$ cat config.mk
export PLATFORM = sky130hd
export DESIGN_NAME = usr_shift_sequencer
export DESIGN_NICKNAME = d
export VERILOG_FILES = /design/src/rtl/usr_pkg.sv /design/src/rtl/usr_shift_counter.sv /design/src/rtl/usr_shift_sequencer.sv
export SDC_FILE = /design/constraint.sdc
export NUM_CORES = 1
export LEC_CHECK = 0
export BUFFER_PORTS_ARGS = -buffer_cell sky130_fd_sc_hd__buf_4
export CAP_MARGIN = 20
export CORE_MARGIN = 5
export CORE_UTILIZATION = 49
export DETAILED_ROUTE_END_ITERATION = 10
export PLACE_DENSITY = 0.85
export SYNTH_ARGS = -nofsm -noshare
export SYNTH_HDL_FRONTEND = slang
export SYNTH_HIERARCHICAL = 1
export SYNTH_SLANG_ARGS = --single-unit
$ cat constraint.sdc
create_clock -name clock -period 2.12 [get_ports clock]
set_input_delay 0.318 -clock clock [delete_from_list [all_inputs] [get_ports clock]]
set_output_delay 0.318 -clock clock [all_outputs]
set_load 0.01 [all_outputs]
$ cat src/rtl/usr_pkg.sv
// Shared definitions for the universal shift register and its sequencer:
// USR MODE encodings and the sequencer state type.
package usr_pkg;

  localparam logic [1:0] MODE_HOLD = 2'b00;
  localparam logic [1:0] MODE_SHR  = 2'b01;
  localparam logic [1:0] MODE_SHL  = 2'b10;
  localparam logic [1:0] MODE_LOAD = 2'b11;

  typedef enum logic [1:0] {
    IDLE  = 2'd0,
    LOAD  = 2'd1,
    SHIFT = 2'd2,
    DONE  = 2'd3
  } seq_state_e;

endpackage

$ cat src/rtl/usr_shift_counter.sv
// Down-counter holding the number of shifts still to perform; decrement
// stops at zero.
module usr_shift_counter #(
  parameter int CW = 3
) (
  input  logic          clock,
  input  logic          reset,
  input  logic          load_i,
  input  logic [CW-1:0] load_val_i,
  input  logic          dec_i,
  output logic          zero_o
);

  logic [CW-1:0] count_q, count_d;

  always_comb begin
    count_d = count_q;
    if (load_i) begin
      count_d = load_val_i;
    end else if (dec_i && (count_q != '0)) begin
      count_d = count_q - 1'b1;
    end
  end

  always_ff @(posedge clock or negedge reset) begin
    if (!reset) begin
      count_q <= '0;
    end else begin
      count_q <= count_d;
    end
  end

  assign zero_o = (count_q == '0);

endmodule

$ cat src/rtl/usr_shift_sequencer.sv
// Handshaked parallel-to-serial controller driving a universal shift register.
// Define USR_SEQ_FILL_EN to add the fill_bit input used as the serial fill.
module usr_shift_sequencer
  import usr_pkg::*;
#(
  parameter int WIDTH = 4,
  parameter int CW    = $clog2(WIDTH + 1)
) (
  input  logic             clock,
  input  logic             reset,
  input  logic             in_valid,
  output logic             in_ready,
  input  logic [WIDTH-1:0] in_data,
  input  logic             in_dir,
  input  logic [CW-1:0]    in_count,
`ifdef USR_SEQ_FILL_EN
  input  logic             fill_bit,
`endif
  output logic [1:0]       usr_mode,
  output logic [WIDTH-1:0] usr_din,
  input  logic [WIDTH-1:0] usr_dout,
  output logic             ser_valid,
  output logic             ser_bit,
  output logic             done
);

  seq_state_e       state_q, state_d;
  logic [WIDTH-1:0] data_q, data_d;
  logic             dir_q, dir_d;
  logic [1:0]       mode_q, mode_d;
  logic [WIDTH-1:0] din_q, din_d;
  logic             done_q, done_d;
  logic             cnt_load, cnt_dec, cnt_zero;
  logic [CW-1:0]    sat_count;

  assign sat_count = (in_count > CW'(WIDTH)) ? CW'(WIDTH) : in_count;

  usr_shift_counter #(.CW(CW)) u_counter (
    .clock      (clock),
    .reset      (reset),
    .load_i     (cnt_load),
    .load_val_i (sat_count),
    .dec_i      (cnt_dec),
    .zero_o     (cnt_zero)
  );

  // The LOAD cycle already consumes one count, so SHIFT runs while the
  // counter is non-zero and leaves on the cycle it reads zero.
  always_comb begin
    state_d  = state_q;
    data_d   = data_q;
    dir_d    = dir_q;
    cnt_load = 1'b0;
    cnt_dec  = 1'b0;
    case (state_q)
      IDLE: begin
        if (in_valid) begin
          data_d   = in_data;
          dir_d    = in_dir;
          cnt_load = 1'b1;
          state_d  = LOAD;
        end
      end
      LOAD: begin
        if (cnt_zero) begin
          state_d = DONE;
        end else begin
          cnt_dec = 1'b1;
          state_d = SHIFT;
        end
      end
      SHIFT: begin
        if (cnt_zero) begin
          state_d = DONE;
        end else begin
          cnt_dec = 1'b1;
        end
      end
      DONE:    state_d = IDLE;
      default: state_d = IDLE;
    endcase

    mode_d = MODE_HOLD;
    din_d  = '0;
    done_d = 1'b0;
    case (state_d)
      LOAD: begin
        mode_d = MODE_LOAD;
        din_d  = data_d;
      end
      SHIFT:   mode_d = dir_d ? MODE_SHL : MODE_SHR;
      DONE:    done_d = 1'b1;
      default: ;
    endcase
  end

  always_ff @(posedge clock or negedge reset) begin
    if (!reset) begin
      state_q <= IDLE;
      data_q  <= '0;
      dir_q   <= 1'b0;
      mode_q  <= MODE_HOLD;
      din_q   <= '0;
      done_q  <= 1'b0;
    end else begin
      state_q <= state_d;
      data_q  <= data_d;
      dir_q   <= dir_d;
      mode_q  <= mode_d;
      din_q   <= din_d;
      done_q  <= done_d;
    end
  end

  assign in_ready  = (state_q == IDLE);
  assign ser_valid = (state_q == SHIFT);
  assign ser_bit   = dir_q ? usr_dout[WIDTH-1] : usr_dout[0];
  assign usr_mode  = mode_q;
  assign done      = done_q;

`ifdef USR_SEQ_FILL_EN
  assign usr_din = din_q | {{(WIDTH-1){1'b0}}, fill_bit & (state_q == SHIFT)};
`else
  assign usr_din = din_q;
`endif

endmodule
Word level (Yosys, flattened, before mapping). Index checks and enable logic that the tools add are counted. Widths: inputs -> output; s select.

Register bits after elaboration: 17. Input port bits: 15. Output and inout port bits: 10. Word-level logic and storage cells: 41.

Add/subtract/negate cells: 1. Order comparisons: 1. Equal/unequal tests: 6. Mux-type cells: 20. Reduce and logical (&&, ||, !) cells: 6.

Operator list (number): $mux 4 (3); $mux 1 (9); $mux 3 (3); $eq 2x2->1 const B (4); $pmux 2 s4 (1); $mux 2 (3); $eq 2x1->1 const B (2); $pmux 2 s2 (1); $gt 3x3->1 const B (1); $logic_not 3->1 (1); $reduce_bool 3->1 (1); $sub 3x1->3 const B (1); $logic_not 2->1 (1); $reduce_bool 2->1 (1); $reduce_or 2->1 (1); $logic_and 1x1->1 (1).

Depth between registers and ports, before layout.
Word-level depth: 6. Gate-level depth with buffers: 9.

Hierarchy. Netlist, hierarchy kept.

Modules (own cells, without submodules): usr_shift_sequencer (times used 1, cells each 49, area each 650.6 um2, seq. area each 350.3 um2); usr_shift_counter (times used 1, cells each 19, area each 207.7 um2, seq. area each 75.1 um2).

Worst setup path after synthesis. No wires, ideal clock.

Path kind: reg-to-reg. From: register u_counter.count_q[0]. To: register mode_q[1], in the netlist usr_mode[1]. Setup time: 83 ps. Arrival: 1795 ps. Data required time: 2037 ps. Slack: 242 ps. Cell stages (with the launch flop): 9. Path buffers: 0. Clock period less this slack: 1878 ps. Cells stage by stage: dfrtp_1 -> inv_1 -> ha_1 -> ha_1 -> mux2_2 -> o21a_1 -> ha_1 -> nand2b_1 -> o21ai_0.

Cells in the longest elaborated chain, start to end: 5. Elaborated cells on any way between the ends: 7.

Ends and longest elaborated chain: start, declared (line usr_shift_counter.sv:14) `logic [CW-1:0] count_q, count_d;`; start signal, assigned (line usr_shift_counter.sv:29) `count_q <= count_d;`; $logic_not 3->1 * (line usr_shift_counter.sv:33) `assign zero_o = (count_q == '0);`; via cnt_zero (line usr_shift_sequencer.sv:33) `logic cnt_load, cnt_dec, cnt_zero;`; $mux 2 or $mux 1 (tied branches) (line usr_shift_sequencer.sv:73, usr_shift_sequencer.sv:65); $pmux 2 s4 * (line usr_shift_sequencer.sv:55) `case (state_q)`; via state_d[0] (line usr_shift_sequencer.sv:27) `seq_state_e state_q, state_d;`; $eq 2x2->1 or $eq 2x1->1 (tied branches) (line usr_shift_sequencer.sv:86) `case (state_d)`; $pmux 2 s2 * (line usr_shift_sequencer.sv:86); via mode_d[1] (line usr_shift_sequencer.sv:30) `logic [1:0] mode_q, mode_d;`; end signal, assigned (line usr_shift_sequencer.sv:109) `mode_q <= mode_d;`; end, declared (line usr_shift_sequencer.sv:30).

Mark *: on every way through the listed nets, which the timed path passes. The rest lies on a longest branch. A chain may end at the register's enable or synchronous reset.

Worst setup path after layout. Same ends and word-level chain as after synthesis.

==> results.json <==
{
  "hold_path_startpoint": "in_data[1]",
  "firstDrtPassIters": 4,
  "grt_max_degree": 18,
  "drive_above_1_share": 0.3789,
  "rr_worst_depth": 8,
  "antenna_found_initial": 0,
  "rrSetupSlack_ns": 0.17,
  "finalWorstSetupSlack_ns": 0.1670,
  "switching_share": 0.3564,
  "ys_types": 21,
  "synth_edf_count": 0,
  "grt_pass1_vias": 634,
  "floorplan.initialDensity": 0.5081,
  "power_leakage_nw": 0.5872,
  "fmax_ghz": 0.5120,
  "drcViolationCount": 0,
  "worstPathCellList": "inv_1 > ha_1 > ha_1 > mux2_2 > o21a_1 > ha_1 > nand2b_1 > o21ai_0",
  "syn-cell-area_um2": 858.3,
  "fin_nets": 120,
  "crit_path_frequent_cell": "ha_1",
  "min_to": "data_q[1]",
  "gp_congestion": 0.8389,
  "power.switching_w": 0.0005872,
  "vdd_drop_max_uv": 698.2,
  "io_buffers": 22,
  "row_count": 15,
  "synth_ff_type": "dfrtp_1",
  "diodes": 0,
  "worstSkewPairLatency_ns": 0.28,
  "die_h_um": 51.86,
  "cts_root_buffer": "clkbuf_4",
  "hold_viol_final": 0,
  "required_ns": 2.33,
  "post-route-period-util": 0.9212,
  "drt_wl_total_mm": 1.586,
  "fin_setup_tns_ns": 0,
  "dp_hpwl_mm": 1.217,
  "cpPeakStageDelay_ns": 0.36,
  "via_per_inst": 5.045,
  "setup.worst_path.end_class": "register",
  "clk_pin_slew_worst_paths_ns": 0.09,
  "r2r_end": "usr_mode[1]",
  "clkPwrFrac": 0.099,
  "dp_slack_ns": 0.1604,
  "ctsLongestPathBuffers": 2,
  "cts_resized": 0,
  "finalClockSkew_ns": 0.002496,
  "hold_path.class": "in2reg",
  "start_kind": "register",
  "synth_compound_gate_area_share": 0.06560,
  "grt.total_usage": 0.1442,
  "period_minus_slack_ns": 1.953,
  "synthAdderAreaFrac": 0.1312,
  "setup_viol": 0,
  "report.final.slew_viol_count": 0,
  "slew_headroom": 0.8010,
  "via_count": 565,
  "grt.overflow.total": 0,
  "status": "finished, final reports clean",
  "dieArea_um2": 2689,
  "crit_slowest_cell": "dfrtp_1",
  "cts_tree": "built",
  "grt_pass1_wl_mm": 2.753,
  "yosys.area_share.xor_xnor": 0,
  "crit_type": "reg2reg",
  "ioPinCount": 25,
  "path_buf_inv": 1,
  "synth-simple-area-share": 0.1429,
  "synth_nets": 92,
  "power_density_nw_per_um2": 1524,
  "cp_num_cells": 8,
  "synth_top_cell_by_area": "dfrtp_1",
  "synth_seq_area_share": 0.4956,
  "htree_levels": 1,
  "worst_pin_slew_ns": 0.2944,
  "ys_ff_latch": 17,
  "fp.dieW_um": 51.86,
  "ys_async_sr_fraction": 1.000,
  "coreArea_um2": 1689,
  "synth_area_leaders": "dfrtp_1, ha_1, mux2_4, inv_1, a221o_1",
  "synth_mux_area_frac": 0.1079,
  "worst-endpoint-arrival_ns": 2.16,
  "path_delay_family": "adder cells",
  "antenna_left": 0,
  "regToRegStartpoint": "u_counter/count_q[0]",
  "yosysWarnings": 6,
  "min_delay_path_depth": 2,
  "synth.avg_cell_area_um2": 12.62,
  "routedWlPerCell_um": 14.16,
  "synth_top_area_share": 0.4956,
  "cap_viol_max_count": 0,
  "synthToLayoutAreaGrowth_pct": 25.95,
  "pwr-share-seq": 0.325,
  "synth_top_family_by_area": "simple AND/OR/NAND/NOR gates",
  "cts.sinks": 17,
  "cts_buffers": 3,
  "critPathMaxFanout": 4,
  "rsz0062_at_grt": "false",
  "combPwrFrac": 0.575,
  "p_int_w": 0.001061,
  "syn_inst": 68,
  "drt-initial-drc-count": 14
}
-- worst register-to-register path, stage by stage, from the launching register on --
cell	delay, ns
dfrtp_1	0.36
inv_1	0.05
ha_1	0.19
ha_1	0.21
mux2_2	0.27
o21a_1	0.21
ha_1	0.29
nand2b_1	0.16
o21ai_0	0.15
-- logic make-up after synthesis --
family	count (synthesis)
compound gates	7
simple gates	17
fa+ha+maj	9
buf+inv	11
mux	7
flops	17
-- synth_stat cells (2+ instances only) --
| cell | count |
|---|---|
| dfrtp_1 | 17 |
| ha_1 | 9 |
| inv_1 | 9 |
| mux2_4 | 4 |
| nor2b_1 | 4 |
| a221o_1 | 3 |
| and2_1 | 3 |
| nand2b_1 | 3 |
| nor4b_1 | 3 |
| mux2_2 | 2 |
-- routing by layer --
layer  wire, um  global-route usage
met1        612              0.1447
met2        849              0.2552
met3         69             0.02865
met4         55              0.1135
met5          0                   0
-- timing repair --
| action | in CTS | in global routing |
|---|---|---|
| hold endpoints to repair | 17 | 0 |
| setup buffers | 0 | 1 |
| setup endpoints to repair | 0 | 1 |
| hold buffers | 1 | 0 |
-- per-stage QoR --
| step | utilization | cell area [um^2] | cells | power [W] | hold slack [ns] |
|---|---|---|---|---|---|
| 2_1_floorplan | - | 858.3 | 68 | 0.001203 | 0.02241 |
| 3_3_place_gp | 0.6141 | 1037 | 106 | 0.001439 | 0.1855 |
| 3_5_place_dp | 0.6141 | 1037 | 106 | 0.001478 | 0.1884 |
| 4_1_cts | 0.6356 | 1074 | 111 | 0.001653 | 0.2585 |
| 5_1_grt | 0.6400 | 1081 | 112 | 0.001806 | 0.2603 |
| 6_report | 0.6400 | 1081 | 112 | 0.001648 | 0.2691 |
-- state kept, by name, summed over array words and instances (netlist names) --
| signal | cells |
|---|---|
| data_q | 4 |
| dir_q | 1 |
| done | 1 |
| state_q | 2 |
| u_counter/count_q | 3 |
| usr_din | 4 |
| usr_mode | 2 |
-- layout make-up --
| class | count | area [um^2] |
|---|---|---|
| Inverter | 9 | 33.78 |
| Sequential cell | 17 | 425.4 |
| Multi-Input combinational cell | 40 | 384.1 |
| Fill cell | 132 | 608.1 |
| Clock buffer | 4 | 26.28 |
| Tap cell | 17 | 21.27 |
| Timing Repair Buffer | 25 | 190.2 |
-- cells in the final DEF, fill, tap and decap left out, drive strengths merged --
cell	instances
nand2	1
nand2b	3
mux2	6
mux2i	1
clkbuf	4
ha	9
a211o	1
dlygate4sd3	1
a221o	3
o21ai	2
and2	4
dfrtp	17
inv	9
o21a	1
nor2b	4
and2b	1
buf	24
nor2	1
nor4b	3
-- power by group through the flow --
stage	Clock (W)	Combinational [W]	Sequential, W
2_1_floorplan	0	0.000644	0.000559
3_3_place_gp	0	0.000902	0.000537
3_5_place_dp	0	0.000930	0.000548
4_1_cts	0.000173	0.000940	0.000540
5_1_grt	0.000187	0.00107	0.000554
6_report	0.000164	0.000948	0.000536
-- worst max path at each step --
stage                              start     endpoint  slack, ns
detailed placement  u_counter/count_q[0]  usr_mode[1]       0.16
CTS                 u_counter/count_q[0]  usr_mode[1]       0.15
global placement    u_counter/count_q[0]  usr_mode[1]       0.20
finish              u_counter/count_q[0]  usr_mode[1]       0.17
global route        u_counter/count_q[0]  usr_mode[1]       0.04
floorplan           u_counter/count_q[0]  usr_mode[1]       0.24
No activity file was read; power rests on OpenSTA's default activity.
